--- src/rtl/kgp_pkg.sv ---
// Shared definitions for the KGP-RISC front end and control unit.
//   fetch_state_t     : instruction fetch FSM states
//   OPC_* / FUNCT_*   : instruction field positions (also used by the control unit)
//   INSTR_W           : instruction word width
//   DEFAULT_RESET_PC  : default PC loaded on reset
package kgp_pkg;

  typedef enum logic [1:0] {
    ST_IDLE = 2'd0,
    ST_REQ  = 2'd1,
    ST_WAIT = 2'd2,
    ST_HOLD = 2'd3
  } fetch_state_t;

  localparam int INSTR_W   = 32;
  localparam int OPC_MSB   = 31;
  localparam int OPC_LSB   = 26;
  localparam int FUNCT_MSB = 7;
  localparam int FUNCT_LSB = 0;

  localparam logic [31:0] DEFAULT_RESET_PC = 32'h0000_0000;

endpackage

--- src/rtl/instruction_fetch_unit_pc_reg.sv ---
// Program counter register for the fetch unit.
//   clk, rst      : clock, synchronous active-high reset (loads RESET_PC)
//   redirect_i    : load redirect_pc_i (word aligned); wins over incr_i
//   redirect_pc_i : redirect target, low two bits forced to zero
//   incr_i        : advance PC by 4, wrapping modulo 2^ADDR_W
//   pc_o          : current PC
module instruction_fetch_unit_pc_reg #(
  parameter int                ADDR_W   = 32,
  parameter logic [ADDR_W-1:0] RESET_PC = '0
) (
  input  logic              clk,
  input  logic              rst,
  input  logic              redirect_i,
  input  logic [ADDR_W-1:0] redirect_pc_i,
  input  logic              incr_i,
  output logic [ADDR_W-1:0] pc_o
);

  logic [ADDR_W-1:0] pc_q;
  logic [ADDR_W-1:0] pc_d;

  always_comb begin
    pc_d = pc_q;
    if (redirect_i) begin
      // Masking keeps the whole redirect bus in use while forcing word alignment.
      pc_d = redirect_pc_i & ~ADDR_W'(3);
    end else if (incr_i) begin
      pc_d = pc_q + ADDR_W'(4);
    end
  end

  always_ff @(posedge clk) begin
    if (rst) begin
      pc_q <= RESET_PC;
    end else begin
      pc_q <= pc_d;
    end
  end

  assign pc_o = pc_q;

endmodule

--- src/rtl/instruction_fetch_unit.sv ---
// KGP-RISC instruction fetch unit: holds the PC, fetches one word at a time
// over a req/gnt/rvalid handshake and presents it to the control unit.
//   clk, rst                          : clock, synchronous active-high reset
//   imem_req/imem_addr                : fetch request and word address (= pc)
//   imem_gnt/imem_rvalid/imem_rdata   : grant, response valid, response word
//   issue_ready                       : downstream consumes the presented word
//   redirect_valid/redirect_pc        : taken branch / jump target
//   instr_valid/instr/opCode/functCode: presented instruction and its fields
//   pc_out/pc_plus4                   : address of presented word and +4
module instruction_fetch_unit
  import kgp_pkg::*;
#(
  parameter int                ADDR_W   = 32,
  parameter logic [ADDR_W-1:0] RESET_PC = ADDR_W'(DEFAULT_RESET_PC)
) (
  input  logic                              clk,
  input  logic                              rst,
  output logic                              imem_req,
  output logic [ADDR_W-1:0]                 imem_addr,
  input  logic                              imem_gnt,
  input  logic                              imem_rvalid,
  input  logic [INSTR_W-1:0]                imem_rdata,
  input  logic                              issue_ready,
  input  logic                              redirect_valid,
  input  logic [ADDR_W-1:0]                 redirect_pc,
  output logic                              instr_valid,
  output logic [INSTR_W-1:0]                instr,
  output logic [OPC_MSB-OPC_LSB:0]          opCode,
  output logic [FUNCT_MSB-FUNCT_LSB:0]      functCode,
  output logic [ADDR_W-1:0]                 pc_out,
  output logic [ADDR_W-1:0]                 pc_plus4
);

  fetch_state_t       state_q, state_d;
  logic               squash_q, squash_d;
  logic               vld_q, vld_d;
  logic [INSTR_W-1:0] instr_q, instr_d;
  logic [ADDR_W-1:0]  pc_out_q, pc_out_d;
  logic [ADDR_W-1:0]  pc;
  logic               redirect_en;
  logic               incr_en;

  // Redirects are ignored while IDLE; everywhere else they reload the PC.
  assign redirect_en = redirect_valid && (state_q != ST_IDLE);

  instruction_fetch_unit_pc_reg #(
    .ADDR_W   (ADDR_W),
    .RESET_PC (RESET_PC)
  ) u_pc_reg (
    .clk           (clk),
    .rst           (rst),
    .redirect_i    (redirect_en),
    .redirect_pc_i (redirect_pc),
    .incr_i        (incr_en),
    .pc_o          (pc)
  );

  always_comb begin
    state_d  = state_q;
    squash_d = squash_q;
    vld_d    = vld_q;
    instr_d  = instr_q;
    pc_out_d = pc_out_q;
    incr_en  = 1'b0;
    unique case (state_q)
      ST_IDLE: state_d = ST_REQ;
      ST_REQ: begin
        if (imem_gnt) begin
          state_d  = ST_WAIT;
          // A redirect in the grant cycle makes the just-issued fetch stale.
          squash_d = redirect_valid;
        end
      end
      ST_WAIT: begin
        if (imem_rvalid) begin
          // Same-cycle redirect stales this response just like an earlier one.
          if (squash_q || redirect_valid) begin
            squash_d = 1'b0;
            state_d  = ST_REQ;
          end else begin
            instr_d  = imem_rdata;
            pc_out_d = pc;
            vld_d    = 1'b1;
            state_d  = ST_HOLD;
          end
        end else if (redirect_valid) begin
          squash_d = 1'b1;
        end
      end
      ST_HOLD: begin
        // Redirect beats issue: no +4 is applied when both arrive together.
        if (redirect_valid) begin
          vld_d   = 1'b0;
          state_d = ST_REQ;
        end else if (issue_ready) begin
          incr_en = 1'b1;
          vld_d   = 1'b0;
          state_d = ST_REQ;
        end
      end
      default: state_d = ST_IDLE;
    endcase
  end

  always_ff @(posedge clk) begin
    if (rst) begin
      state_q  <= ST_IDLE;
      squash_q <= 1'b0;
      vld_q    <= 1'b0;
      instr_q  <= '0;
      pc_out_q <= RESET_PC;
    end else begin
      state_q  <= state_d;
      squash_q <= squash_d;
      vld_q    <= vld_d;
      instr_q  <= instr_d;
      pc_out_q <= pc_out_d;
    end
  end

  assign imem_req    = (state_q == ST_REQ);
  assign imem_addr   = pc;
  assign instr_valid = vld_q;
  assign instr       = instr_q;
  assign opCode      = instr_q[OPC_MSB:OPC_LSB];
  assign functCode   = instr_q[FUNCT_MSB:FUNCT_LSB];
  assign pc_out      = pc_out_q;
  assign pc_plus4    = pc_out_q + ADDR_W'(4);

endmodule

--- config.mk ---
export PLATFORM = sky130hd
export DESIGN_NAME = instruction_fetch_unit
export DESIGN_NICKNAME = d
export VERILOG_FILES = /design/src/rtl/kgp_pkg.sv /design/src/rtl/instruction_fetch_unit_pc_reg.sv /design/src/rtl/instruction_fetch_unit.sv
export SDC_FILE = /design/constraint.sdc
export NUM_CORES = 1
export LEC_CHECK = 0
export BUFFER_PORTS_ARGS = -buffer_cell sky130_fd_sc_hd__buf_4
export CAP_MARGIN = 20
export CORE_MARGIN = 1.5
export CORE_UTILIZATION = 35
export DETAILED_ROUTE_END_ITERATION = 16
export SLEW_MARGIN = 20
export SYNTH_ARGS = -nofsm -noshare
export SYNTH_HDL_FRONTEND = slang
export SYNTH_SLANG_ARGS = --single-unit
--- constraint.sdc ---
create_clock -name clk -period 2.3 [get_ports clk]
set_input_delay 0.345 -clock clk [delete_from_list [all_inputs] [get_ports clk]]
set_output_delay 0.345 -clock clk [all_outputs]
set_load 0.01 [all_outputs]
## After elaboration in Yosys (flattened, before gate mapping)

Index checks and enable logic that the tools add are counted.

| storage, ports and cells | value |
|---|---|
| flip-flop bits (word level) | 100 |
| latch bits | 0 |
| RAM bits | 0 |
| ROM bits | 0 |
| bits of input ports | 70 |
| output and inout port bits | 144 |
| memories kept | 0 |

| cells by class | value |
|---|---|
| add/subtract/negate cells | 2 |
| multiply operators | 0 |
| div/mod/pow operators | 0 |
| $lt $le $gt $ge | 0 |
| equal/unequal tests | 9 |
| shift-type cells | 0 |
| muxes and demuxes | 21 |
| bitwise operators | 1 |
| reductions and logical operators | 12 |

Operator list:

| kind | count |
|---|---|
| 32-bit by 3-bit adder with 32-bit output, second input constant | 2 |
| 32-bit two-way mux | 2 |
| 1-bit two-way mux | 11 |
| 2-bit two-way mux | 5 |
| 3-bit inequality test, second input constant | 3 |
| 2-bit case mux with 4 select lines | 1 |
| 4-bit AND reduction | 2 |
| 2-bit nonzero test | 4 |
| 3-bit AND reduction | 2 |
| 2-bit equality test, second input constant | 2 |
| 2-bit inequality test, second input constant | 2 |
| 1-bit case mux with 2 select lines | 2 |
| 2-bit by 1-bit equality test with 1-bit output, second input constant | 1 |
| 2-bit zero test | 1 |
| 2-bit by 1-bit inequality test with 1-bit output, second input constant | 1 |
| 2-bit OR reduction | 1 |
| 1-bit logical AND | 1 |
| 1-bit logical OR | 1 |
| 1-bit NOT | 1 |

## Depth between registers and ports, before layout

Gate-level depths: netlist of run 1.

| depth | value |
|---|---|
| depth in word-level cells | 5 |
| depth in mapped cells | 8 |
| gate-level depth less buffers | 6 |

## Cells and area by module

From an unflattened synthesis of run 1, not the netlist that was laid out.

| second synthesis, totals | value |
|---|---|
| cells, all modules | 671 |
| area total of the unflattened synthesis | 5,261.3 µm² |

Modules (own cells, without submodules):

| module | instances | cells each | area an instance (µm²) | seq. area each (µm²) |
|---|---|---|---|---|
| instruction_fetch_unit | 1 | 420 | 3,331.9 | 1,361.3 |
| instruction_fetch_unit_pc_reg | 1 | 251 | 1,929.4 | 600.6 |

## Worst setup path before layout of run 1

No wires, ideal clock.

| path | value |
|---|---|
| path type | reg-to-output |
| start point | reg pc_out_q[4] (netlist: pc_out[4]) |
| end point | out pc_plus4[27] |
| arrival | 1,595 ps |
| required time | 1,955 ps |
| setup slack | 360 ps |
| cell stages (with the launch flop) | 6 |
| cell sequence | dfxtp_1 nand4_1 nor4_4 and2_1 nand4_1 xnor2_1 |

| on the way | value |
|---|---|
| word-level cells in the longest chain between the ends | 1 |

Ends and longest elaborated chain:

| what | RTL line | source |
|---|---|---|
| from (decl) | instruction_fetch_unit.sv:38 | `logic [ADDR_W-1:0] pc_out_q, pc_out_d;` |
| from (signal assigned) | instruction_fetch_unit.sv:117 | `pc_out_q <= pc_out_d;` |
| 32-bit by 3-bit adder with 32-bit output | instruction_fetch_unit.sv:128 | `assign pc_plus4 = pc_out_q + ADDR_W'(4);` |
| to (decl) | instruction_fetch_unit.sv:31 | `output logic [ADDR_W-1:0] pc_plus4` |

Every way passes these cells.

## Worst setup path after layout of run 1

| path | value |
|---|---|
| start point | reg pc_out_q[14] (netlist: pc_out[14]) |
| end point | out pc_plus4[19] |

The elaborated chain is that of the path after synthesis.

==> parameters.txt, run 1 <==
Parameter                              Value

Power
  Post-layout power ... 3780 uW
  Peak supply drop ... 0.000444 V
  Total power divided by cell area ... 553 mW/mm^2
  LEAKAGE ... 0.00280 uW

Floorplanning
  # IOs ... 214
  DIE AREA ... 0.0146 mm^2
  Effective utilization at floorplan ... 36.2%
  Chip height ... 121 um
  Num rows ... 42
  Horizontal extent of the die ... 121 um
  Placeable core area ... 0.0134 mm^2

Yosys
  Post-synthesis sequential area ratio ... 39.6%
  Synthesized area divided by synthesized cell count ... 8.05 um^2
  Post-synth EDFFs ... 0
  Commonest register cell after synthesis ... sky130_fd_sc_hd__dfxtp_1
  Proportion of netlist area held by the largest area contributor ... 39.6%
  Distinct cell type count of the synthesized netlist ... 47
  Leading post-synthesis cells by cell area ... sky130_fd_sc_hd__dfxtp_1 (40%), sky130_fd_sc_hd__nand2_1 (11%), sky130_fd_sc_hd__a21oi_1 (6.7%)
  Number of warnings reported in the yosys synthesis log ... 0
  Cells after synthesis ... 603
  Cell type with the largest total area after synthesis ... sky130_fd_sc_hd__dfxtp_1
  Number of synthesized register bits ... 96
  Area of the mapped netlist ... 0.00485 mm^2
  Async set-or-reset flop fraction in the synthesized netlist ... 0%

Layout
  Final nets ... 867
  P&R area growth vs syn ... 41.0%
  Fraction of final layout cells with drive strength greater than 1 ... 36.9%
  Antenna Cells ... 0
  Final std cell area, no fill ... 0.00684 mm^2

Critical path
  Highest-delay cell along the critical path ... sky130_fd_sc_hd__dfxtp_2
  Largest driver fanout on the critical path ... 5
  Setup crit start kind ... register
  Critical path cell sequence ... nand3_2 -> nor4_4 -> buf_4 -> nand4_1 -> xnor2_1 -> buf_4
  Crit Path Class ... reg -> out
  Biggest cell delay along the critical path ... 390 ps
  Data arrival time of the worst path ... 1870 ps
  Required arrival time at the worst endpoint ... 1960 ps
  Most repeated library cell on the critical path ... sky130_fd_sc_hd__buf_4
  Critical Path End Type ... primary output

Placement
  Post-DP HPWL ... 10600 um
  Post-Place Cell Area ... 0.00648 mm^2
  Quantity of I/O buffers inserted on ports ... 205
  Placer Congestion ... 0.812

Timing
  Setup total negative slack ... 0 ps
  Pins over their slew limit ... 0
  Shortest period the worst path allows ... 2210 ps
  Slew margin rel. ... 55.8%
  Setup violation total in the final timing report ... 0
  Highest clock frequency the design can meet ... 452 MHz
  Tcrit/Tclk final ... 96.1%
  Transition time of the tightest slew-check pin ... 663 ps
  Post-Route Skew ... 7.43 ps
  Final-report hold violation count ... 0
  Unrepaired setup endpoints after global routing ... yes

Detailed routing
  Total routed wirelength ... 14100 um
  Vias per cell ... 4.88
  Final routed DRC violation total ... 0
  Routed length per instance ... 14.6 um
  Total via count in the routed design ... 4733
  DR iter-0 viols ... 260
  Number of routed nets with antenna violations ... 0
  Count of TritonRoute iterations in the first routing pass ... 5

Global route
  Largest net degree at the start of global routing ... 63
  Number of antenna violations at the first check in global routing ... 0
  Via count of the first global-routing pass ... 4330
  Total congestion overflow ... 0
  Global-route wire length before repair ... 22200 um
  Gr usage total ... 19.0%

Job
  Maximum capacitance violations ... 0

Clock tree
  Insertion delay to the later sink of the worst-skew pair ... 330 ps
  CTS tree ... built
  Number of buffers created by CTS ... 9
  Buffer depth of the longest clock path ... 2
  Clk Tree Root Cell ... sky130_fd_sc_hd__clkbuf_16
  H-tree depth ... 3
  Register clock-pin slew on the reported worst setup and hold paths ... 60 ps
  Number of sinks on the clock net ... 96

Run status
  Run status ... finished clean

Hold path
  Class of the most critical hold timing path ... in -> reg
## flip-flops by register name (all words and copies together), names as in the netlist
| name | flops |
|---|---|
| pc_out | 30 |
| squash_q | 1 |
| instr | 32 |
| u_pc_reg.pc_o | 30 |
| instr_valid | 1 |
| state_q | 2 |
## per-stage QoR
stage                     std cells  util (%)  hold slack, ps  setup WS [ps]
after floorplan                 608         -             463            360
after global placement          953      48.4             443            289
after detailed placement        953      48.4             448            223
after CTS                       968      50.5             206          0.485
after global routing            970      51.1             236          -12.1
final                           970      51.1             214           88.9
## report_power, final
part	leakage (uW)	internal [uW]	switching, uW	total, uW
clock	0.000132	761	614	1370
combinational	0.00188	281	275	556
sequential	0.000787	1740	117	1850
total	0.00280	2780	1010	3780
## cell usage in the layout (no fill, tap or decap), types with 3 or more instances in the layout
master	count
sky130_fd_sc_hd__nor2_1	41
sky130_fd_sc_hd__nand3_2	4
sky130_fd_sc_hd__nor4_4	3
sky130_fd_sc_hd__dfxtp_2	14
sky130_fd_sc_hd__or2_2	3
sky130_fd_sc_hd__xor2_1	15
sky130_fd_sc_hd__ha_1	6
sky130_fd_sc_hd__and4_1	6
sky130_fd_sc_hd__conb_1	6
sky130_fd_sc_hd__or3_1	4
sky130_fd_sc_hd__nor3_1	4
sky130_fd_sc_hd__and2_1	3
sky130_fd_sc_hd__a21oi_1	65
sky130_fd_sc_hd__nor2_2	3
sky130_fd_sc_hd__buf_4	224
sky130_fd_sc_hd__clkbuf_16	9
sky130_fd_sc_hd__xnor2_1	36
sky130_fd_sc_hd__nand2_1	143
sky130_fd_sc_hd__dfxtp_1	80
sky130_fd_sc_hd__o21ai_0	6
sky130_fd_sc_hd__nor3_2	6
sky130_fd_sc_hd__inv_1	12
sky130_fd_sc_hd__nand4_1	18
sky130_fd_sc_hd__a311oi_1	5
sky130_fd_sc_hd__a211oi_1	24
sky130_fd_sc_hd__nand3_1	9
## per-layer routing
| metal | GRT usage [%] | vias up | wire, um |
|---|---|---|---|
| met4 | 6.32 | 0 | 184 |
| li1 | - | 2399 | - |
| met1 | 24.7 | 2171 | 6050 |
| met3 | 3.21 | 11 | 874 |
| met2 | 32.0 | 152 | 7030 |
| met5 | 0 | - | 0 |
## what timing repair did
| action | in CTS | in global routing |
|---|---|---|
| hold buffers | 0 | 0 |
| pin swaps | 2 | 3 |
| setup endpoints to repair | 12 | 10 |
| gates resized for setup | 7 | 23 |
| buffers inserted | 0 | 2 |
## final timing paths
path | slack [ps] | cells past startpoint | endpoint | start
worst max-delay path | 90 | 6 | pc_plus4[19] | pc_out[14]
worst min-delay path | 210 | 3 | u_pc_reg.pc_o[30] | redirect_pc[30]
worst max register to register | 220 | 6 | u_pc_reg.pc_o[23] | state_q[0]
worst min register to register | 450 | 2 | instr[13] | instr[13]
## critical path: cells and delay by family, from the launching register on
| kind | cells | cell delay [ps] |
|---|---|---|
| AND/OR/NAND/NOR | 3 | 620 |
| flip-flops | 1 | 390 |
| buffers and inverters | 2 | 340 |
| XOR/XNOR | 1 | 180 |
## final cells by class
class	count	area, um^2
fillers	1320	6560
repair buffers	226	1720
multi-input cells	445	2640
clock inverters	4	30.0
flip-flops and latches	96	1950
well taps	176	220
clock buffers	11	243
inverters	12	45.0
## cells by family (layout without fill, tap and decap cells)
group | Yosys count | after routing | share of synthesized area [%]
and+or+nand+nor | 271 | 271 | 27.8
adders and majority gates | 7 | 7 | 1.80
muxes | 1 | 1 | 0.206
other | 1 | 6 | 0.0773
AOI/OAI and AO/OA | 109 | 109 | 13.8
xor gates and xnor gates | 51 | 51 | 9.20
DFF | 96 | 96 | 39.6
buffers and inverters | 67 | 253 | 7.50
## Yosys cell counts, types with 3 or more instances
library cell                 n
sky130_fd_sc_hd__xor2_1     15
sky130_fd_sc_hd__nand4_1    18
sky130_fd_sc_hd__nor3_1      4
sky130_fd_sc_hd__and2_1      4
sky130_fd_sc_hd__ha_1        7
sky130_fd_sc_hd__buf_2       6
sky130_fd_sc_hd__dfxtp_1    96
sky130_fd_sc_hd__buf_4      20
sky130_fd_sc_hd__xnor2_1    36
sky130_fd_sc_hd__clkbuf_1   25
sky130_fd_sc_hd__nand3_1    13
sky130_fd_sc_hd__buf_6       4
sky130_fd_sc_hd__a211oi_1   24
sky130_fd_sc_hd__nand2_1   145
sky130_fd_sc_hd__o21ai_0     6
sky130_fd_sc_hd__or2_2       3
sky130_fd_sc_hd__and4_1      6
sky130_fd_sc_hd__and3_1      3
sky130_fd_sc_hd__nor2_1     45
sky130_fd_sc_hd__nor4_4      3
sky130_fd_sc_hd__a311oi_1    5
sky130_fd_sc_hd__a21oi_1    65
sky130_fd_sc_hd__nor3_2      6
sky130_fd_sc_hd__inv_1      12
sky130_fd_sc_hd__or3_1       4
Power figures use the tool's default switching activity.
==> run 2, diff against run 1 <==
Settings changed: CORE_UTILIZATION 35 to 25.
==> run 2 against run 1 <==
Critical path depth unchanged. Register-to-register slack about the same. Worst hold slack got worse by 12 ps. Maximum frequency decreased by 1.7%. Sequential share of layout area decreased by 1.3 points.
==> parameters.txt, run 2 (synthesized netlist as in run 1, its figures left out) <==
Parameter                              Value

Run status
  Run status ... finished clean

Floorplanning
  Effective utilization at floorplan ... 25.7% (-11 points)
  Placeable core area ... 0.0189 mm^2 (+41%)
  DIE AREA ... 0.0203 mm^2 (+39%)
  # IOs ... 214 (unchanged)
  Chip height ... 142 um (+18%)
  Horizontal extent of the die ... 142 um (+18%)
  Num rows ... 50 (+19%)

Critical path
  Data arrival time of the worst path ... 1900 ps (+30 ps)
  Crit Path Class ... reg -> out
  Worst R2R Setup Slack ... 230 ps (about the same)
  Buf+Inv Stages, Crit Path ... 1 (-1)
  Largest driver fanout on the critical path ... 3 (-2)
  Required arrival time at the worst endpoint ... 1960 ps (about the same)
  Highest-delay cell along the critical path ... sky130_fd_sc_hd__nor4_4
  Biggest cell delay along the critical path ... 400 ps (about the same)
  Critical Path End Type ... primary output
  Beginning of the worst register-to-register path ... state_q[0]
  Critical path cell sequence ... nand3_2 -> nor4_4 -> and2_4 -> nand4_1 -> xnor2_1 -> buf_4
  Setup crit start kind ... register
  Cell family contributing the most delay on the critical path ... simple AND/OR/NAND/NOR gates
  Number of cells traversed by the worst register-to-register path ... 6 (unchanged)
  Endpoint of the lowest-slack register-to-register path ... u_pc_reg.pc_o[23]

Placement
  Placer Congestion ... 0.761 (-6.3%)
  Number of cells after detailed placement ... 1047 (+9.9%)
  Quantity of I/O buffers inserted on ports ... 205 (unchanged)
  Post-Place Cell Area ... 0.00669 mm^2 (+3.2%)
  Post-DP HPWL ... 11600 um (+10%)

Global route
  Via count of the first global-routing pass ... 4395 (+1.5%)
  GRT Max-Usage Layer ... met2
  Met1 routing resource usage after global routing ... 19.5% (-5.2 points)
  Largest net degree at the start of global routing ... 52 (-17%)
  Routing usage on met2 ... 24.6% (-7.4 points)
  Met3 Resource Use GR ... 3.90% (+0.70 points)
  Total congestion overflow ... 0 (unchanged)
  Number of antenna violations at the first check in global routing ... 1 (+1)
  Gr usage total ... 15.1% (-4.0 points)
  Global-route wire length before repair ... 23600 um (+6.5%)

Detailed routing
  Count of TritonRoute iterations in the first routing pass ... 4 (-1)
  DR iter-0 viols ... 264 (+1.5%)
  Total routed wirelength ... 15600 um (+10%)
  Number of routed nets with antenna violations ... 0 (unchanged)
  Total via count in the routed design ... 4857 (+2.6%)
  Routed length per instance ... 14.6 um (+0.32%)
  Vias per cell ... 4.55 (-6.7%)
  Final routed DRC violation total ... 0 (unchanged)

Timing
  Unrepaired setup endpoints after global routing ... yes
  Tcrit/Tclk final ... 97.8% (+1.7 points)
  Transition time of the tightest slew-check pin ... 506 ps (-157 ps)
  Setup violation total in the final timing report ... 0 (unchanged)
  Highest clock frequency the design can meet ... 444 MHz (-1.7%)
  Slew margin rel. ... 66.3% (+10 points)
  Final-report hold violation count ... 0 (unchanged)
  Pins over their slew limit ... 0 (unchanged)
  Shortest period the worst path allows ... 2250 ps (+38.7 ps)
  Post-Route Skew ... 8.30 ps (+0.870 ps)

Layout
  Leading cell type in the layout, fill and taps excluded ... sky130_fd_sc_hd__buf_4
  Non-filler instance count after layout ... 1067 (+10%)
  Flip-flop count of the largest register after layout ... 32 (unchanged)
  Most frequent cells in the layout ... sky130_fd_sc_hd__buf_4 (230), sky130_fd_sc_hd__nand2_1 (141), sky130_fd_sc_hd__dfxtp_1 (89)
  Number of filler instances in the final layout ... 2005 (+52%)
  Final std cell area, no fill ... 0.00712 mm^2 (+4.0%)
  Fraction of final layout cells with drive strength greater than 1 ... 37.4% (+0.52 points)
  Antenna Cells ... 0 (unchanged)
  P&R area growth vs syn ... 46.6%
  Final nets ... 879 (+1.4%)

Clock tree
  Register clock-pin slew on the reported worst setup and hold paths ... 70 ps (about the same)
  Number of buffers created by CTS ... 9 (unchanged)
  H-tree depth ... 3 (unchanged)
  Clk Tree Root Cell ... sky130_fd_sc_hd__clkbuf_16
  Insertion delay to the later sink of the worst-skew pair ... 350 ps (+20 ps)
  Number of sinks on the clock net ... 96 (unchanged)
  Number of hold buffers added after CTS ... 0 (unchanged)
  CTS tree ... built
  Buffer depth of the longest clock path ... 2 (unchanged)

Power
  LEAKAGE ... 0.00289 uW (+3.3%)
  Peak supply drop ... 0.000326 V (-26%)
  Total power divided by cell area ... 542 mW/mm^2 (-1.9%)

Hold path
  Sink of the worst hold path ... u_pc_reg.pc_o[30]
  Min-Delay Startpoint ... redirect_pc[30]
  Class of the most critical hold timing path ... in -> reg
  Hold Path Depth ... 3 (unchanged)

Job
  Maximum capacitance violations ... 0 (unchanged)
## run 2: power by group
part / total [uW] / internal, uW / switching, uW
Clock: 1450 / 794 / 657
Combinational: 557 / 283 / 274
Sequential: 1850 / 1730 / 116
## run 2: worst reg2reg max path: cells and delay by family (launching register included)
kind                     cells  cell delay (ps)
AND/OR/NAND/NOR              3             1040
flip-flops                   1              400
adder cells (fa/ha/maj)      1              220
AO/OA/AOI/OAI                1              210
XOR/XNOR                     1              110
## run 2: how the worst max path moves through the flow
stage | start | to | slack, ps | depth (start not counted)
after floorplan | pc_out[4] | pc_plus4[27] | 360 | 5
after detailed placement | state_q[0] | u_pc_reg.pc_o[31] | 220 | 6
after CTS | pc_out[3] | pc_plus4[26] | -0.3 | 9
after global placement | state_q[0] | u_pc_reg.pc_o[31] | 260 | 6
final | pc_out[7] | pc_plus4[27] | 50 | 6
after global routing | pc_out[2] | pc_plus4[27] | -100 | 7
## run 2: stage by stage
step / setup slack [ps] / power [uW] / util, % / hold WS, ps / TNS, ps
2_1_floorplan: 360 / 2140 / - / 463 / 0
6_report: 50.2 / 3860 / 37.7 / 202 / 0
5_1_grt: -103 / 4050 / 37.7 / 198 / -370
3_3_place_gp: 259 / 2450 / 35.4 / 443 / 0
3_5_place_dp: 224 / 2450 / 35.4 / 447 / 0
4_1_cts: -0.323 / 3920 / 37.3 / 185 / -0.323
## run 2: final cells by class
class                   instances  area (um^2)  area share [%]
multi-input cells             445         2670            37.6
flip-flops and latches         96         1940            27.2
repair buffers                238         1850            26.0
well taps                     260          325            4.57
clock buffers                  12          256            3.60
inverters                      12         45.0           0.633
clock inverters                 4         28.8           0.404
## run 2: per-layer routing
layer,wire length (um),up-vias
met2,7320,133
met3,1000,16
met1,7090,2283
met5,13,-
li1,-,2423
met4,184,2
## run 2: what timing repair did
item	in CTS	in global routing
endpoints found under the setup margin	12	12
buffers inserted	3	1
cloned	0	0
pin swaps	7	8
gates resized for setup	11	21
==> run 3, diff against run 2 <==
==> constraint.sdc (replaced) <==
create_clock -name clk -period 2.3 [get_ports clk]
set_input_delay 0 -clock clk [delete_from_list [all_inputs] [get_ports clk]]
set_output_delay 0 -clock clk [all_outputs]
set_load 0.01 [all_outputs]
==> run 3 against run 2 <==
Clock skew rose by 0.90 ps. Global-route usage rose by 0.63 points. Register-to-register slack got worse by 60 ps. Sequential cell count did not move. Power rose by 11%. Maximum frequency rose by 5.7%. Critical endpoint is now pc_plus4[19]. Combinational power rose by 13%. Worst hold slack got worse by 130 ps.
==> parameters.txt, run 3 (synthesized netlist as in run 1, its figures left out) <==
Parameter                              Value

Run status
  Run status ... finished clean

Global route
  Largest net degree at the start of global routing ... 52 (unchanged)
  Via count of the first global-routing pass ... 4714 (+7.3%)
  Gr usage total ... 15.7% (+0.63 points)
  Total congestion overflow ... 0 (unchanged)
  Global-route wire length before repair ... 24800 um (+4.8%)
  Number of antenna violations at the first check in global routing ... 2 (+1)

Clock tree
  H-tree depth ... 3 (unchanged)
  Insertion delay to the later sink of the worst-skew pair ... 350 ps (about the same)
  Number of buffers created by CTS ... 9 (unchanged)
  CTS tree ... built
  Register clock-pin slew on the reported worst setup and hold paths ... 70 ps (about the same)
  Number of sinks on the clock net ... 96 (unchanged)
  Clk Tree Root Cell ... sky130_fd_sc_hd__clkbuf_16
  Buffer depth of the longest clock path ... 2 (unchanged)

Critical path
  Most repeated library cell on the critical path ... sky130_fd_sc_hd__buf_4
  Worst R2R Setup Slack ... 170 ps (-60 ps)
  Required arrival time at the worst endpoint ... 2300 ps (+340 ps)
  Setup crit start kind ... register
  Number of cells traversed by the worst register-to-register path ... 6 (unchanged)
  Endpoint of the lowest-slack register-to-register path ... u_pc_reg.pc_o[27]
  Critical path cell sequence ... nand4_1 -> buf_4 -> nor4_4 -> buf_4 -> nand4_1 -> xnor2_1 -> buf_4
  Data arrival time of the worst path ... 2130 ps (+230 ps)
  Beginning of the worst register-to-register path ... state_q[0]
  Largest driver fanout on the critical path ... 6 (+3)
  Highest-delay cell along the critical path ... sky130_fd_sc_hd__dfxtp_1
  Critical Path End Type ... primary output
  Crit. Startpoint ... pc_out[11]
  Biggest cell delay along the critical path ... 480 ps (+80 ps)
  Crit Path Class ... reg -> out
  Worst setup endpoint ... pc_plus4[19]

Floorplanning
  Chip height ... 142 um (unchanged)
  DIE AREA ... 0.0203 mm^2 (unchanged)
  Effective utilization at floorplan ... 25.7% (unchanged)
  Horizontal extent of the die ... 142 um (unchanged)
  # IOs ... 214 (unchanged)
  Num rows ... 50 (unchanged)
  Placeable core area ... 0.0189 mm^2 (unchanged)

Placement
  Placer Congestion ... 0.766 (+0.66%)
  Post-DP HPWL ... 11500 um (-1.2%)
  Quantity of I/O buffers inserted on ports ... 205 (unchanged)
  Post-Place Setup Slack ... 177 ps (-47.8 ps)
  Number of cells after detailed placement ... 1032 (-1.4%)

Layout
  Leading cell type in the layout, fill and taps excluded ... sky130_fd_sc_hd__buf_4
  Final nets ... 925 (+5.2%)
  Fraction of final layout cells with drive strength greater than 1 ... 31.5% (-5.9 points)
  Most frequent cells in the layout ... sky130_fd_sc_hd__buf_4 (220), sky130_fd_sc_hd__nand2_1 (144), sky130_fd_sc_hd__dfxtp_1 (94)
  Area used by multi-input combinational logic ... 0.00260 mm^2 (-2.6%)
  Number of filler instances in the final layout ... 1958 (-2.3%)
  P&R area growth vs syn ... 55.8%
  Non-filler instance count after layout ... 1113 (+4.3%)
  Register area ... 0.00192 mm^2 (-0.58%)
  Antenna Cells ... 0 (unchanged)
  Flip-flop count of the largest register after layout ... 32 (unchanged)

Detailed routing
  DR iter-0 viols ... 319 (+21%)
  Routed length per instance ... 14.5 um (-1.2%)
  Total routed wirelength ... 16100 um (+3.1%)
  Number of routed nets with antenna violations ... 0 (unchanged)
  Final routed DRC violation total ... 0 (unchanged)
  Count of TritonRoute iterations in the first routing pass ... 4 (unchanged)
  Vias per cell ... 4.52 (-0.64%)
  Total via count in the routed design ... 5034 (+3.6%)

Timing
  Setup violation total in the final timing report ... 0 (unchanged)
  Unrepaired setup endpoints after global routing ... no
  Post-Route Skew ... 9.20 ps (+0.900 ps)
  Setup total negative slack ... 0 ps (unchanged)
  Shortest period the worst path allows ... 2130 ps (-122 ps)
  Tcrit/Tclk final ... 92.5% (-5.3 points)
  Pins over their slew limit ... 0 (unchanged)
  Highest clock frequency the design can meet ... 470 MHz (+5.7%)
  Final worst-path setup slack ... 172 ps (+122 ps)
  Final-report hold violation count ... 0 (unchanged)
  Transition time of the tightest slew-check pin ... 591 ps (+85.1 ps)
  Slew margin rel. ... 60.6% (-5.7 points)

Power
  Peak supply drop ... 0.000376 V (+15%)
  Post-layout power ... 4270 uW (+11%)
  Total power divided by cell area ... 564 mW/mm^2 (+4.1%)
  LEAKAGE ... 0.00307 uW (+6.3%)

Hold path
  Class of the most critical hold timing path ... in -> reg

Job
  Maximum capacitance violations ... 0 (unchanged)
[run 3: changes by cell type in the layout (fill, tap and decap cells not counted), sizes merged]
cell,delta
dlygate4sd3,+62
clkbuf,-3
bufinv,+3
inv,+3
clkinvlp,-1
buf,-16
clkinv,-2
[run 3: worst min-delay path by stage]
stage	slack, ps	cells after the start	from	endpoint
floorplan	120	2	redirect_pc[30]	u_pc_reg.pc_o[30]
global placement	210	3	redirect_pc[30]	u_pc_reg.pc_o[30]
detailed placement	210	3	redirect_pc[30]	u_pc_reg.pc_o[30]
CTS	60	4	redirect_pc[29]	u_pc_reg.pc_o[29]
global route	90	4	redirect_pc[31]	u_pc_reg.pc_o[31]
finish	70	4	redirect_pc[29]	u_pc_reg.pc_o[29]
[run 3: power breakdown]
part           internal, uW  total [uW]  leakage, uW  switching, uW
clock                  1080        1780     0.000167            702
combinational           346         632      0.00212            285
sequential             1740        1860     0.000779            121
total                  3160        4270      0.00307           1110
[run 3: routing by layer]
metal | wire length [um] | vias up | part of all wire [%] | global-route usage [%]
met3 | 1010 | 21 | 6.3 | 3.10
met1 | 7170 | 2343 | 45 | 20.5
met4 | 375 | 2 | 2.3 | 6.73
met2 | 7520 | 148 | 47 | 25.2
li1 | - | 2520 | - | -
met5 | 13 | - | 0.081 | 0
[run 3: layout make-up]
cell class	count	area share (%)
multi-input cells	445	34.4
repair buffers	284	30.6
flip-flops and latches	96	25.5
well taps	260	4.30
clock buffers	9	2.98
clock inverters	7	1.64
inverters	12	0.596
[run 3: metrics by stage]
| stage | utilization, % | hold slack (ps) | cell area [um^2] |
|---|---|---|---|
| global placement | 34.7 | 208 | 6550 |
| finish | 40.0 | 69.3 | 7560 |
| floorplan | - | 118 | 4870 |
| detailed placement | 34.7 | 208 | 6550 |
| global route | 40.0 | 87.4 | 7560 |
| CTS | 39.8 | 63.1 | 7520 |
[run 3: timing repair]
| item | 4_1_cts | 5_1_grt |
|---|---|---|
| hold buffers | 62 | 0 |
| gates resized for setup | 0 | 5 |
| buffers inserted | 0 | 3 |
| pin swaps | 1 | 3 |
| endpoints found under the setup margin | 1 | 42 |
| endpoints found under the hold margin | 61 | 0 |
[run 3: worst max-delay path, delay by kind of cell (launching register included)]
| family | cells | cell delay (ps) |
|---|---|---|
| buffers and inverters | 3 | 510 |
| and+or+nand+nor | 3 | 620 |
| DFF | 1 | 480 |
| xor gates and xnor gates | 1 | 160 |
